File: src/rtl/pwm_ramp_pkg.sv
// Shared types, default widths and the perceptual duty curve for the PWM ramp controller.
package pwm_ramp_pkg;

    localparam int unsigned DUTY_W_DEF = 8;
    localparam int unsigned DIV_W_DEF  = 16;
    localparam int unsigned STEP_W_DEF = 8;

    typedef enum logic [1:0] {
        IDLE = 2'd0,
        UP   = 2'd1,
        DOWN = 2'd2
    } ramp_state_t;

    // (v*(v+1)) >> width : maps 0->0 and full-scale->full-scale with a squared shape.
    function automatic logic [31:0] gamma_curve(input logic [31:0] v, input int unsigned width);
        logic [63:0] prod;
        prod = 64'(v) * (64'(v) + 64'd1);
        return 32'(prod >> width);
    endfunction

endpackage

File: src/rtl/pwm_ramp_controller_if.sv
// Register-bank side bundle of the PWM ramp controller: ramp request in, duty/status out.
interface pwm_ramp_controller_if #(
    parameter int unsigned DUTY_W = 8,
    parameter int unsigned DIV_W  = 16,
    parameter int unsigned STEP_W = 8
);
    logic [DUTY_W-1:0] target_duty;
    logic [DIV_W-1:0]  step_div;
    logic [STEP_W-1:0] step_size;
    logic              start;
    logic              abort;
    logic [DUTY_W-1:0] duty_out;
    logic              busy;
    logic              done;

    modport master (
        output target_duty, step_div, step_size, start, abort,
        input  duty_out, busy, done
    );

    modport slave (
        input  target_duty, step_div, step_size, start, abort,
        output duty_out, busy, done
    );
endinterface

File: src/rtl/pwm_ramp_prescaler.sv
// Clock-edge divider for the duty ramp: emits a one-cycle tick every div enabled cycles.
module pwm_ramp_prescaler #(
    parameter int unsigned DIV_W = 16
) (
    input  logic             clk,
    input  logic             rst,
    input  logic             clear,
    input  logic             enable,
    input  logic [DIV_W-1:0] div,
    output logic             tick
);
    logic [DIV_W-1:0] cnt_q;
    logic             wrap;

    // div is always >= 1 here; the controller substitutes 1 for a zero request.
    assign wrap = (cnt_q == div - DIV_W'(1));
    assign tick = enable && wrap;

    always_ff @(posedge clk) begin
        if (rst) begin
            cnt_q <= '0;
        end else if (clear) begin
            cnt_q <= '0;
        end else if (enable) begin
            cnt_q <= wrap ? '0 : cnt_q + DIV_W'(1);
        end
    end
endmodule

File: src/rtl/pwm_ramp_controller.sv
// Ramps the PWM duty toward a requested target at a programmable rate, with retarget/abort.
// Optional perceptual output curve: define PWM_RAMP_GAMMA_EN.
module pwm_ramp_controller
    import pwm_ramp_pkg::*;
#(
    parameter int unsigned DUTY_W = DUTY_W_DEF,
    parameter int unsigned DIV_W  = DIV_W_DEF,
    parameter int unsigned STEP_W = STEP_W_DEF
) (
    input  logic                 clk,
    input  logic                 rst,
    pwm_ramp_controller_if.slave bus
);
    localparam int unsigned SUM_W = ((DUTY_W > STEP_W) ? DUTY_W : STEP_W) + 1;

    ramp_state_t       state_q, state_d;
    logic [DUTY_W-1:0] lin_q, lin_d;
    logic [DUTY_W-1:0] tgt_q, tgt_d;
    logic [DIV_W-1:0]  div_q, div_d;
    logic [STEP_W-1:0] step_q, step_d;
    logic              done_q, done_d;
    logic              accept;
    logic              tick;
    logic [SUM_W-1:0]  up_sum;
    logic [SUM_W-1:0]  down_gap;

    pwm_ramp_prescaler #(
        .DIV_W(DIV_W)
    ) u_prescaler (
        .clk   (clk),
        .rst   (rst),
        .clear (accept),
        .enable(state_q != IDLE),
        .div   (div_q),
        .tick  (tick)
    );

    always_comb begin
        state_d  = state_q;
        lin_d    = lin_q;
        tgt_d    = tgt_q;
        div_d    = div_q;
        step_d   = step_q;
        done_d   = 1'b0;
        accept   = 1'b0;
        up_sum   = SUM_W'(lin_q) + SUM_W'(step_q);
        down_gap = SUM_W'(lin_q - tgt_q);

        // abort beats start; a start beats a coincident step tick
        if (bus.abort) begin
            state_d = IDLE;
        end else if (bus.start) begin
            accept = 1'b1;
            tgt_d  = bus.target_duty;
            div_d  = (bus.step_div == '0) ? DIV_W'(1) : bus.step_div;
            step_d = (bus.step_size == '0) ? STEP_W'(1) : bus.step_size;
            if (bus.target_duty > lin_q) begin
                state_d = UP;
            end else if (bus.target_duty < lin_q) begin
                state_d = DOWN;
            end else begin
                state_d = IDLE;
                done_d  = 1'b1;
            end
        end else if (tick) begin
            case (state_q)
                UP: begin
                    if (up_sum >= SUM_W'(tgt_q)) begin
                        lin_d   = tgt_q;
                        state_d = IDLE;
                        done_d  = 1'b1;
                    end else begin
                        lin_d = lin_q + DUTY_W'(step_q);
                    end
                end
                DOWN: begin
                    if (down_gap <= SUM_W'(step_q)) begin
                        lin_d   = tgt_q;
                        state_d = IDLE;
                        done_d  = 1'b1;
                    end else begin
                        lin_d = lin_q - DUTY_W'(step_q);
                    end
                end
                default: ;
            endcase
        end
    end

    always_ff @(posedge clk) begin
        if (rst) begin
            state_q <= IDLE;
            lin_q   <= '0;
            tgt_q   <= '0;
            div_q   <= '0;
            step_q  <= '0;
            done_q  <= 1'b0;
        end else begin
            state_q <= state_d;
            lin_q   <= lin_d;
            tgt_q   <= tgt_d;
            div_q   <= div_d;
            step_q  <= step_d;
            done_q  <= done_d;
        end
    end

`ifdef PWM_RAMP_GAMMA_EN
    assign bus.duty_out = DUTY_W'(gamma_curve(32'(lin_q), DUTY_W));
`else
    assign bus.duty_out = lin_q;
`endif
    assign bus.busy = (state_q != IDLE);
    assign bus.done = done_q;

endmodule

File: src/flat_wrapper.sv
// flat-port wrapper written by rule: the top's interface ports become plain ports
module pwm_ramp_controller_flat import pwm_ramp_pkg::*;
#(
    parameter int unsigned DUTY_W = DUTY_W_DEF,
    parameter int unsigned DIV_W  = DIV_W_DEF,
    parameter int unsigned STEP_W = STEP_W_DEF
)
  (clk, rst, bus_target_duty, bus_step_div, bus_step_size, bus_start, bus_abort, bus_duty_out, bus_busy, bus_done);
  pwm_ramp_controller_if #(.DUTY_W(DUTY_W), .DIV_W(DIV_W), .STEP_W(STEP_W)) bus_i ();
  input  logic clk;
  input  logic rst;
  input wire logic [$bits(bus_i.target_duty)-1:0] bus_target_duty;
  input wire logic [$bits(bus_i.step_div)-1:0] bus_step_div;
  input wire logic [$bits(bus_i.step_size)-1:0] bus_step_size;
  input wire logic [$bits(bus_i.start)-1:0] bus_start;
  input wire logic [$bits(bus_i.abort)-1:0] bus_abort;
  output wire logic [$bits(bus_i.duty_out)-1:0] bus_duty_out;
  output wire logic [$bits(bus_i.busy)-1:0] bus_busy;
  output wire logic [$bits(bus_i.done)-1:0] bus_done;
  assign bus_i.target_duty = bus_target_duty;
  assign bus_i.step_div = bus_step_div;
  assign bus_i.step_size = bus_step_size;
  assign bus_i.start = bus_start;
  assign bus_i.abort = bus_abort;
  assign bus_duty_out = bus_i.duty_out;
  assign bus_busy = bus_i.busy;
  assign bus_done = bus_i.done;
  pwm_ramp_controller #(.DUTY_W(DUTY_W), .DIV_W(DIV_W), .STEP_W(STEP_W)) u_core (.clk(clk), .rst(rst), .bus(bus_i));
endmodule
File: config.mk
export PLATFORM = sky130hd
export DESIGN_NAME = pwm_ramp_controller_flat
export DESIGN_NICKNAME = d
export VERILOG_FILES = /design/src/rtl/pwm_ramp_pkg.sv /design/src/rtl/pwm_ramp_controller_if.sv /design/src/rtl/pwm_ramp_prescaler.sv /design/src/rtl/pwm_ramp_controller.sv /design/src/flat_wrapper.sv
export SDC_FILE = /design/constraint.sdc
export NUM_CORES = 1
export LEC_CHECK = 0
export CAP_MARGIN = 0
export CORE_ASPECT_RATIO = 1.5
export CORE_UTILIZATION = 58
export DETAILED_ROUTE_END_ITERATION = 16
export GPL_TIMING_DRIVEN = 0
export PLACE_DENSITY_LB_ADDON = 0.3
export SYNTH_ARGS = -nofsm -noshare
export SYNTH_HDL_FRONTEND = slang
export SYNTH_SLANG_ARGS = --single-unit
File: constraint.sdc
create_clock -name clk -period 4.7 [get_ports clk]
set_input_delay 1.175 -clock clk [delete_from_list [all_inputs] [get_ports clk]]
set_output_delay 1.175 -clock clk [all_outputs]
set_load 0.02 [all_outputs]
==> results.yml <==
run_status:
  outcome: "completed"
die:
  rows: 39
  die_y_um: 111
  die_area_mm2: 0.00826
  die_w_um: 74.6
  design.core.area_mm2: 0.00761
  io_pins: 46
  initial_core_util_pct: 60.2
timing:
  final-setup-viol-count: 0
  worst_slew_pin_slew_ns: 0.869
  skew_ns: 0.00486
  rsz0062_at_grt: "false"
  fmax_ghz: 0.228
  fin_crit_sh_pct: 93.4
  hold_viol: 0
  holdWs_ns: 0.478
  final_max_slew_viol_count: 0
  relSlewSlack_pct: 41.9
  setup_tns_ns: 0
  fin_crit_ns: 4.39
drt:
  routed-wl-met3_um: 367
  wl_met2_um: 6960
  postRouteAntennaNets: 0
  routed.top_layer: "met4"
  routed_wl_um: 12700
  wire_per_inst_um: 17.2
  vias_per_cell: 6.00
  drc: 0
  via_count: 4425
  drt-initial-drc-count: 223
  wl_met1_um: 4690
  firstDrtPassIters: 4
synth:
  synth_edf_count: 0
  ys.flop_type: "dfxtp_1"
  syn_area_mm2: 0.00458
  synth-seq-cells: 59
  synth_area_leaders: "dfxtp_1 (26%), ha_1 (14%), nand2_1 (5.2%), a21oi_1 (5.0%), xnor2_1 (5.0%)"
  ys_types: 69
  syn_inst: 573
  yosysTopAreaCell: "dfxtp_1"
  synth_nets: 664
  async_reset_ff_share_pct: 0
  netlist.area_leader.share_pct: 25.8
  avgSynthCellArea_um2: 7.99
  yosysWarnings: 0
  ys_seq_area_share_pct: 25.8
setup_path:
  start_kind: "flip-flop"
  critPathBufInv: 0
  worst_setup_path_end_kind: "flip-flop"
  cp.arrival_ns: 4.66
  cp_top_family: "compound AO/OA/AOI/OAI gates"
  crit_slowest_cell: "dfxtp_1"
  slowest_delay_ns: 0.50
  cp.depth: 18
  cp_common_cell: "a21oi_1"
  crit_path_cell_trace: "ha_1 > nor2b_1 > o21ai_0 > nand2b_1 > a21o_1 > a21oi_1 > o21bai_1 > a21oi_1 > xnor2_1 > ha_1 > a2111oi_0 > o21ai_0 > o221ai_1 > a21oi_1 > a21oi_4 > mux2i_1 > mux2i_1 > nor2_1"
  worstSetupPathType: "flip-flop to flip-flop"
  crit_fanout: 9
  reg2reg_depth: 18
  cp_data_required_time_ns: 4.97
grt:
  grt_pass1_wl_um: 20100
  track_usage_pct: 32.3
  grt_max_degree: 11
  grt_overflow: 0
  antenna_found_initial: 0
  grt_pass1_vias: 4313
cts:
  cts_tree: "done"
  cts_sinks: 59
  clk_path_buf_depth: 2
  htree_levels: 3
  clkLatencyLatePin_ns: 0.33
  cts_root_buffer: "clkbuf_16"
  clkTransAtPathRegs_ns: 0.05
  numCtsBuffers: 9
power_and_ir_drop:
  p_leak_uw: 0.00218
  cellPowerDensity_mw_per_mm2: 279
  vdd_drop_max_v: 0.000180
place:
  io_buffers: 45
  dp_hpwl_um: 9910
  gp_congestion: 1.02
  postPlaceCellArea_mm2: 0.00516
layout:
  final_area_mm2: 0.00548
  syn2layout_area_growth_pct: 19.7
  mostFrequentLayoutCells: "nand2_1 (63), dfxtp_1 (59), ha_1 (52)"
  n_antenna_cell: 0
  drive_gt1_share_pct: 6.60
  nets: 722
  final_util_pct: 72.0
  layout_commonest_cell: "nand2_1"
job:
  maxCapViolCount: 0
min_path:
  hp-class: "flip-flop to flip-flop"
  hold_depth: 2
[sequential cells by signal (all words and copies together) (netlist names)]
register and cells:
u_core.bus.done 1, u_core.bus.duty_out 8, u_core.div_q 16, u_core.state_q 2, u_core.step_q 8, u_core.tgt_q 8
u_core.u_prescaler.cnt_q 16
[cells in the mapped netlist (11+ instances only)]
cell type / n
a21oi_1: 46
a22o_1: 13
clkbuf_1: 13
dfxtp_1: 59
ha_1: 52
inv_1: 42
nand2_1: 63
nand3_1: 17
nand4_1: 11
nor2_1: 45
o21ai_0: 22
xnor2_1: 26
xor2_1: 21
[per-stage QoR]
step           total power [uW]  setup slack [ns]  instances
6_report                   1530             0.311        738
5_1_grt                    1590            0.0417        738
4_1_cts                    1510            0.0223        736
3_5_place_dp                890            -0.145        720
3_3_place_gp                881            -0.155        720
2_1_floorplan               781             0.592        573
[cell type report]
cell class,instances,area [um^2]
Clock buffer,12,256
Tap cell,102,128
Clock inverter,4,25.0
Timing Repair Buffer,48,473
Inverter,43,161
Sequential cell,59,1180
Fill cell,596,2130
Buffer,19,86.3
Multi-Input combinational cell,451,3170
[routing by layer]
layer,global-route usage (%),vias up
li1,-,2171
met1,30.8,2091
met2,60.4,120
met3,5.36,43
met4,19.5,0
met5,0,-
[power by group]
group / leakage (uW) / internal (uW) / switching [uW]
logic: 0.00157 / 168 / 207
registers: 0.000480 / 516 / 18.1
clock network: 0.000135 / 383 / 235
total: 0.00218 / 1070 / 461
[worst register-to-register path, cell delays in order, from the launching register on]
cell and delay (ns):
dfxtp_1 0.50, ha_1 0.28, nor2b_1 0.13, o21ai_0 0.17, nand2b_1 0.12, a21o_1 0.20, a21oi_1 0.23, o21bai_1 0.09
a21oi_1 0.17, xnor2_1 0.08, ha_1 0.21, a2111oi_0 0.41, o21ai_0 0.16, o221ai_1 0.39, a21oi_1 0.36, a21oi_4 0.36
mux2i_1 0.25, mux2i_1 0.10, nor2_1 0.11
[cells by family after synthesis]
family / Yosys count / share of synthesized area, %
muxes: 3 / 0.656
adders and majority gates: 55 / 15.5
buffers and inverters: 63 / 5.49
xor gates and xnor gates: 47 / 8.99
and+or+nand+nor: 200 / 21.8
DFF: 59 / 25.8
AOI/OAI and AO/OA: 146 / 21.8
[path summary, 6_finish.rpt]
check                               from                endpoint  slack [ns]
setup / recovery  u_core.bus.duty_out[1]  u_core.bus.duty_out[0]        0.31
hold / removal          u_core.step_q[6]        u_core.step_q[6]        0.48
setup reg to reg  u_core.bus.duty_out[1]  u_core.bus.duty_out[0]        0.31
hold reg to reg         u_core.step_q[6]        u_core.step_q[6]        0.48
[repair_timing]
item | CTS | global route
setup buffers | 0 | 3
hold buffers | 0 | 0
setup endpoints to repair | 8 | 8
gates resized for setup | 1 | 3
pin swaps | 0 | 1
gates cloned | 0 | 0
Power figures use the tool's default switching activity.
